**src/rtl/reg_dump_reader_if.sv**
```systemverilog
// Register-file read port plus valid/ready dump stream used by reg_dump_reader.
// REG_DUMP_PARITY_EN adds the dump_par signal to both modports.
interface reg_dump_reader_if #(
   parameter int unsigned DATA_W = 32,
   parameter int unsigned ADDR_W = 5
);
   logic [ADDR_W-1:0] rf_addr;
   logic [DATA_W-1:0] rf_data;
   logic              dump_valid;
   logic              dump_ready;
   logic [ADDR_W-1:0] dump_idx;
   logic [DATA_W-1:0] dump_data;
   logic              dump_last;
`ifdef REG_DUMP_PARITY_EN
   logic              dump_par;
`endif

   modport master (
      output rf_addr,
      input  rf_data,
      output dump_valid,
      input  dump_ready,
      output dump_idx,
      output dump_data,
`ifdef REG_DUMP_PARITY_EN
      output dump_par,
`endif
      output dump_last
   );

   modport slave (
      input  rf_addr,
      output rf_data,
      input  dump_valid,
      output dump_ready,
      input  dump_idx,
      input  dump_data,
`ifdef REG_DUMP_PARITY_EN
      input  dump_par,
`endif
      input  dump_last
   );
endinterface

```
**src/rtl/reg_dump_reader.sv**
```systemverilog
// Walks register-file read port 1 and streams {index, data} beats over valid/ready.
// Optional REG_DUMP_PARITY_EN adds a registered even-parity bit per beat.
module reg_dump_reader #(
   parameter int unsigned DATA_W    = 32,
   parameter int unsigned ADDR_W    = 5,
   parameter int unsigned NUM_REGS  = 32,
   parameter int unsigned FIRST_REG = 0
) (
   input  logic               clk,
   input  logic               rst,
   input  logic               start,
   output logic               busy,
   output logic               done,
   output logic               rf_hold,
   reg_dump_reader_if.master  bus
);

   localparam logic [ADDR_W-1:0] FirstIdx = ADDR_W'(FIRST_REG);
   localparam logic [ADDR_W-1:0] LastIdx  = ADDR_W'(NUM_REGS - 1);

   typedef enum logic [1:0] {StIdle, StRead, StSend, StDone} state_e;

   state_e            state_q, state_d;
   logic [ADDR_W-1:0] ptr_q, ptr_d;
   logic              valid_q, valid_d;
   logic [ADDR_W-1:0] idx_q, idx_d;
   logic [DATA_W-1:0] data_q, data_d;
   logic              last_q, last_d;
`ifdef REG_DUMP_PARITY_EN
   logic              par_q, par_d;
`endif

   always_ff @(posedge clk or negedge rst) begin
      if (!rst) begin
         state_q <= StIdle;
         ptr_q   <= FirstIdx;
         valid_q <= 1'b0;
         idx_q   <= '0;
         data_q  <= '0;
         last_q  <= 1'b0;
`ifdef REG_DUMP_PARITY_EN
         par_q   <= 1'b0;
`endif
      end else begin
         state_q <= state_d;
         ptr_q   <= ptr_d;
         valid_q <= valid_d;
         idx_q   <= idx_d;
         data_q  <= data_d;
         last_q  <= last_d;
`ifdef REG_DUMP_PARITY_EN
         par_q   <= par_d;
`endif
      end
   end

   always_comb begin
      state_d = state_q;
      ptr_d   = ptr_q;
      valid_d = valid_q;
      idx_d   = idx_q;
      data_d  = data_q;
      last_d  = last_q;
`ifdef REG_DUMP_PARITY_EN
      par_d   = par_q;
`endif
      unique case (state_q)
         StIdle: begin
            if (start) begin
               state_d = StRead;
               ptr_d   = FirstIdx;
            end
         end
         StRead: begin
            data_d  = bus.rf_data;
            idx_d   = ptr_q;
            valid_d = 1'b1;
            last_d  = (ptr_q == LastIdx);
`ifdef REG_DUMP_PARITY_EN
            par_d   = ^bus.rf_data;
`endif
            state_d = StSend;
         end
         StSend: begin
            // Beat is held until accepted; ready never feeds valid combinationally.
            if (valid_q && bus.dump_ready) begin
               valid_d = 1'b0;
               last_d  = 1'b0;
               if (ptr_q == LastIdx) begin
                  state_d = StDone;
               end else begin
                  ptr_d   = ptr_q + 1'b1;
                  state_d = StRead;
               end
            end
         end
         StDone: begin
            ptr_d   = FirstIdx;
            state_d = StIdle;
         end
         default: state_d = StIdle;
      endcase
   end

   assign busy           = (state_q != StIdle);
   assign rf_hold        = busy;
   assign done           = (state_q == StDone);
   assign bus.rf_addr    = (state_q == StRead) ? ptr_q : '0;
   assign bus.dump_valid = valid_q;
   assign bus.dump_idx   = idx_q;
   assign bus.dump_data  = data_q;
   assign bus.dump_last  = last_q;
`ifdef REG_DUMP_PARITY_EN
   assign bus.dump_par   = par_q;
`endif

endmodule

```
**src/flat_wrapper.sv**
```systemverilog
// flat-port wrapper written by rule: the top's interface ports become plain ports
module reg_dump_reader_flat 
#(
   parameter int unsigned DATA_W    = 32,
   parameter int unsigned ADDR_W    = 5,
   parameter int unsigned NUM_REGS  = 32,
   parameter int unsigned FIRST_REG = 0
)
  (clk, rst, start, busy, done, rf_hold, bus_rf_addr, bus_rf_data, bus_dump_valid, bus_dump_ready, bus_dump_idx, bus_dump_data, bus_dump_last);
  reg_dump_reader_if #(.DATA_W(DATA_W), .ADDR_W(ADDR_W)) bus_i ();
  input  logic clk;
  input  logic rst;
  input  logic start;
  output logic busy;
  output logic done;
  output logic rf_hold;
  output wire logic [$bits(bus_i.rf_addr)-1:0] bus_rf_addr;
  input wire logic [$bits(bus_i.rf_data)-1:0] bus_rf_data;
  output wire logic [$bits(bus_i.dump_valid)-1:0] bus_dump_valid;
  input wire logic [$bits(bus_i.dump_ready)-1:0] bus_dump_ready;
  output wire logic [$bits(bus_i.dump_idx)-1:0] bus_dump_idx;
  output wire logic [$bits(bus_i.dump_data)-1:0] bus_dump_data;
  output wire logic [$bits(bus_i.dump_last)-1:0] bus_dump_last;
  assign bus_rf_addr = bus_i.rf_addr;
  assign bus_i.rf_data = bus_rf_data;
  assign bus_dump_valid = bus_i.dump_valid;
  assign bus_i.dump_ready = bus_dump_ready;
  assign bus_dump_idx = bus_i.dump_idx;
  assign bus_dump_data = bus_i.dump_data;
  assign bus_dump_last = bus_i.dump_last;
  reg_dump_reader #(.DATA_W(DATA_W), .ADDR_W(ADDR_W), .NUM_REGS(NUM_REGS), .FIRST_REG(FIRST_REG)) u_core (.clk(clk), .rst(rst), .start(start), .busy(busy), .done(done), .rf_hold(rf_hold), .bus(bus_i));
endmodule
```
**config.mk**
```make
export PLATFORM = sky130hd
export DESIGN_NAME = reg_dump_reader_flat
export DESIGN_NICKNAME = d
export VERILOG_FILES = /design/src/rtl/reg_dump_reader_if.sv /design/src/rtl/reg_dump_reader.sv /design/src/flat_wrapper.sv
export SDC_FILE = /design/constraint.sdc
export NUM_CORES = 1
export LEC_CHECK = 0
export CAP_MARGIN = 20
export CORE_MARGIN = 2
export CORE_UTILIZATION = 42
export DETAILED_ROUTE_END_ITERATION = 8
export MAX_ROUTING_LAYER = met4
export PLACE_DENSITY = 0.8
export SLEW_MARGIN = 20
export SYNTH_ARGS = -nofsm -noshare
export SYNTH_HDL_FRONTEND = slang
export SYNTH_SLANG_ARGS = --single-unit
```
**constraint.sdc**
```tcl
create_clock -name clk -period 2.4 [get_ports clk]
set_clock_uncertainty 0.05 [all_clocks]
set_input_delay 0.48 -clock clk [delete_from_list [all_inputs] [get_ports clk]]
set_output_delay 0.48 -clock clk [all_outputs]
set_load 0.01 [all_outputs]
```
==> results.tsv <==
stage	metric	value	unit
die	die_x	71.2	um
clocking	cts_made_buffers	5	
clocking	clk_root_buffer_cell	clkbuf_8	
routing	viasPerCell	4.66	
global_routing	antenna_found_initial	0	
setup_path	cp.required	1870	ps
routing	wl_per_cell	12.8	um
global_routing	grt.overflow.total	0	
yosys	synth_area_per_cell	9.26	um2
setup_path	worstSetupPathType	reg -> out	
placement	numPortBuffers	82	
timing	period_share	95.1	%
yosys	ys_types	24	
yosys	async_flop_share	100	%
timing	setup_tns	0	ps
die	die_y	71.2	um
yosys	synth_fp_nets	243	
yosys	synthDominantCellAreaShare	60.6	%
yosys	yosysTopAreaCell	dfrtp_1	
timing	period_needed	2280	ps
power	powerDensity	1220	mW/mm2
yosys	synth_area_leaders	dfrtp_1 (61%), nand2_1 (21%), o21ai_0 (2.1%), a21o_1 (2.0%), and2_1 (2.0%)	
timing	drv_slew	0	
die	fp.dieArea	0.00507	mm2
yosys	yosysMostFrequentCell	nand2_1	
routing	drtIter0Drc	132	
outcome	outcome	finished, final reports clean	
die	initial_core_util	43.6	%
finish	n_fill_cell	377	
routing	drtAntennaViolNets	0	
setup_path	end_kind	output pin	
yosys	ys_seq_elements	46	
yosys	synth_edf_count	0	
finish	final_area	0.00288	mm2
clocking	htree_num_levels	2	
timing	setup_viol	0	
clocking	path_clk_slew	80	ps
yosys	ys_seq_area_share	60.6	%
yosys	yosys_warnings	0	
global_routing	grt_pass1_vias	1546	
placement	hpwlAfterDp	3.19	mm
timing	max_slew_margin	73.6	%
power	power_leakage	1.43	nW
clocking	postCtsHoldBufs	0	
timing	rsz0062_at_grt	no	
finish	drive_gt1_share	7.27	%
clocking	cts_setup_buffers	0	
global_routing	grt_pass1_wl	7.33	mm
routing	wirelength	4.36	mm
yosys	syn_inst	205	
die	core	0.00435	mm2
finish	antennaDiodeCount	0	
clocking	cts_sinks	46	
power	ir_worst_vdd	0.000646	V
die	ios	83	
global_routing	track_usage	18.9	%
die	num_rows	24	
finish	nets	327	
setup_path	crit_path_max_fanout	11	
yosys	yosys-top-cells-count	nand2_1 (104), dfrtp_1 (46), o21ai_0 (8), buf_2 (7), and2_1 (6)	
finish	syn2layout_area_growth	51.8	%
timing	finalHoldViolCount	0	
placement	globalplace.congestion	0.882	
clocking	cts_tree	done	
routing	drt-pass1-iter-count	4	
yosys	ys.flop_type	dfrtp_1	
routing	route.detailed.drc	0	
timing	max_freq	0.438	GHz
setup_path	crit_path_start_kind	flip-flop	
setup_path	startpoint	u_core.state_q[1]$_DFFE_PN0P_	
timing	tightest_slew	396	ps
placement	dpl_cell_area	0.00276	mm2
setup_path	arrival	1750	ps
routing	vias	1590	
clocking	cts_buffer_depth	2	
yosys	synth_area	0.00190	mm2
worst_hold_path	min_path_type	in -> async	
setup_path	r2r_start	u_core.ptr_q[0]$_DFFE_PN0P_	
clocking	clk_latency	290	ps
job	max-cap-violations	0	
global_routing	grt_max_degree	40	
## final cells by class
cell class | count | area [um2] | share of cell area (%)
clock buffers | 6 | 82.6 | 2.87
clock inverters | 1 | 30.0 | 1.04
inverters | 1 | 3.75 | 0.130
multi-input cells | 147 | 687 | 23.8
flip-flops and latches | 46 | 1150 | 40.0
well taps | 52 | 65.1 | 2.26
repair buffers | 88 | 861 | 29.9
## stage by stage
step	setup WS [ps]	hold slack, ps	cells	total power, mW	utilization (%)
after global routing	37.5	37.3	341	3.79	66.2
after global placement	289	335	334	2.91	63.4
final	116	15.4	341	3.52	66.2
after detailed placement	255	336	334	2.97	63.4
after floorplan	351	134	205	2.11	-
after CTS	54.8	20.2	341	3.57	66.1
## state kept, by name, summed over array words and instances, names as in the netlist
signal                 flops
u_core.bus.dump_data      32
u_core.bus.dump_idx        5
u_core.ptr_q               5
u_core.state_q             2
u_core.bus.dump_last       1
u_core.bus.dump_valid      1
## kinds of logic (layout without fill, tap and decap cells)
family / after synthesis / count (layout) / share of synthesized area, %
AND/OR/NAND/NOR: 127 / 127 / 28.2
flip-flops: 46 / 46 / 60.6
adder cells (fa/ha/maj): 2 / 2 / 1.32
AO/OA/AOI/OAI: 18 / 18 / 6.26
buffers and inverters: 12 / 96 / 3.56
## layer usage
layer  vias up  routed length [um]  GRT usage (%)
li1        806                   -              -
met5         -                   0              -
met4         0                  37           4.82
met1       730                1960           25.7
met2        48                2080           28.6
met3         6                 287           4.78
## report_power, final
| group | total (mW) | internal (mW) | leakage, nW | switching (mW) |
|---|---|---|---|---|
| combinational | 1.63 | 0.864 | 0.788 | 0.769 |
| clock | 0.579 | 0.333 | 0.0573 | 0.246 |
| sequential | 1.31 | 1.10 | 0.581 | 0.204 |
## cell usage in the layout (no fill, tap or decap)
cell type,n
a21o_1,5
a21oi_1,3
and2_1,6
and2b_2,1
and3_1,1
and3b_4,1
buf_2,1
buf_4,6
bufinv_16,1
clkbuf_8,6
clkdlybuf4s50_1,81
dfrtp_1,45
dfrtp_2,1
ha_1,2
inv_1,1
nand2_1,104
nand2b_1,2
nand3_1,5
nor2_1,2
nor2b_1,1
nor2b_4,1
o21ai_0,8
o22ai_1,1
o22ai_4,1
or2_2,1
or2b_2,1
or4_1,1
## worst paths after layout
| kind | cells past startpoint | endpoint | slack [ps] |
|---|---|---|---|
| max in group asynchronous | 2 | u_core.ptr_q[2]$_DFFE_PN0P_ | 1750 |
| max reg2reg | 7 | u_core.ptr_q[3]$_DFFE_PN0P_ | 240 |
| max | 3 | bus_rf_addr[1] | 120 |
| min in group clk | 2 | u_core.bus.dump_data[15]$_DFFE_PN0P_ | 430 |
| min | 1 | u_core.bus.dump_data[14]$_DFFE_PN0P_ | 20 |
| min reg2reg | 2 | u_core.bus.dump_data[15]$_DFFE_PN0P_ | 430 |
## critical path, cell delays in order (launching register included)
cell,delay (ps)
dfrtp_2,500
nor2b_4,210
and2_1,200
clkdlybuf4s50_1,560
## timing repair
action                     CTS  global route
pin swaps                    0             0
setup endpoints to repair    3             3
resized for setup            1             1
(Power assumes the default switching activity.)
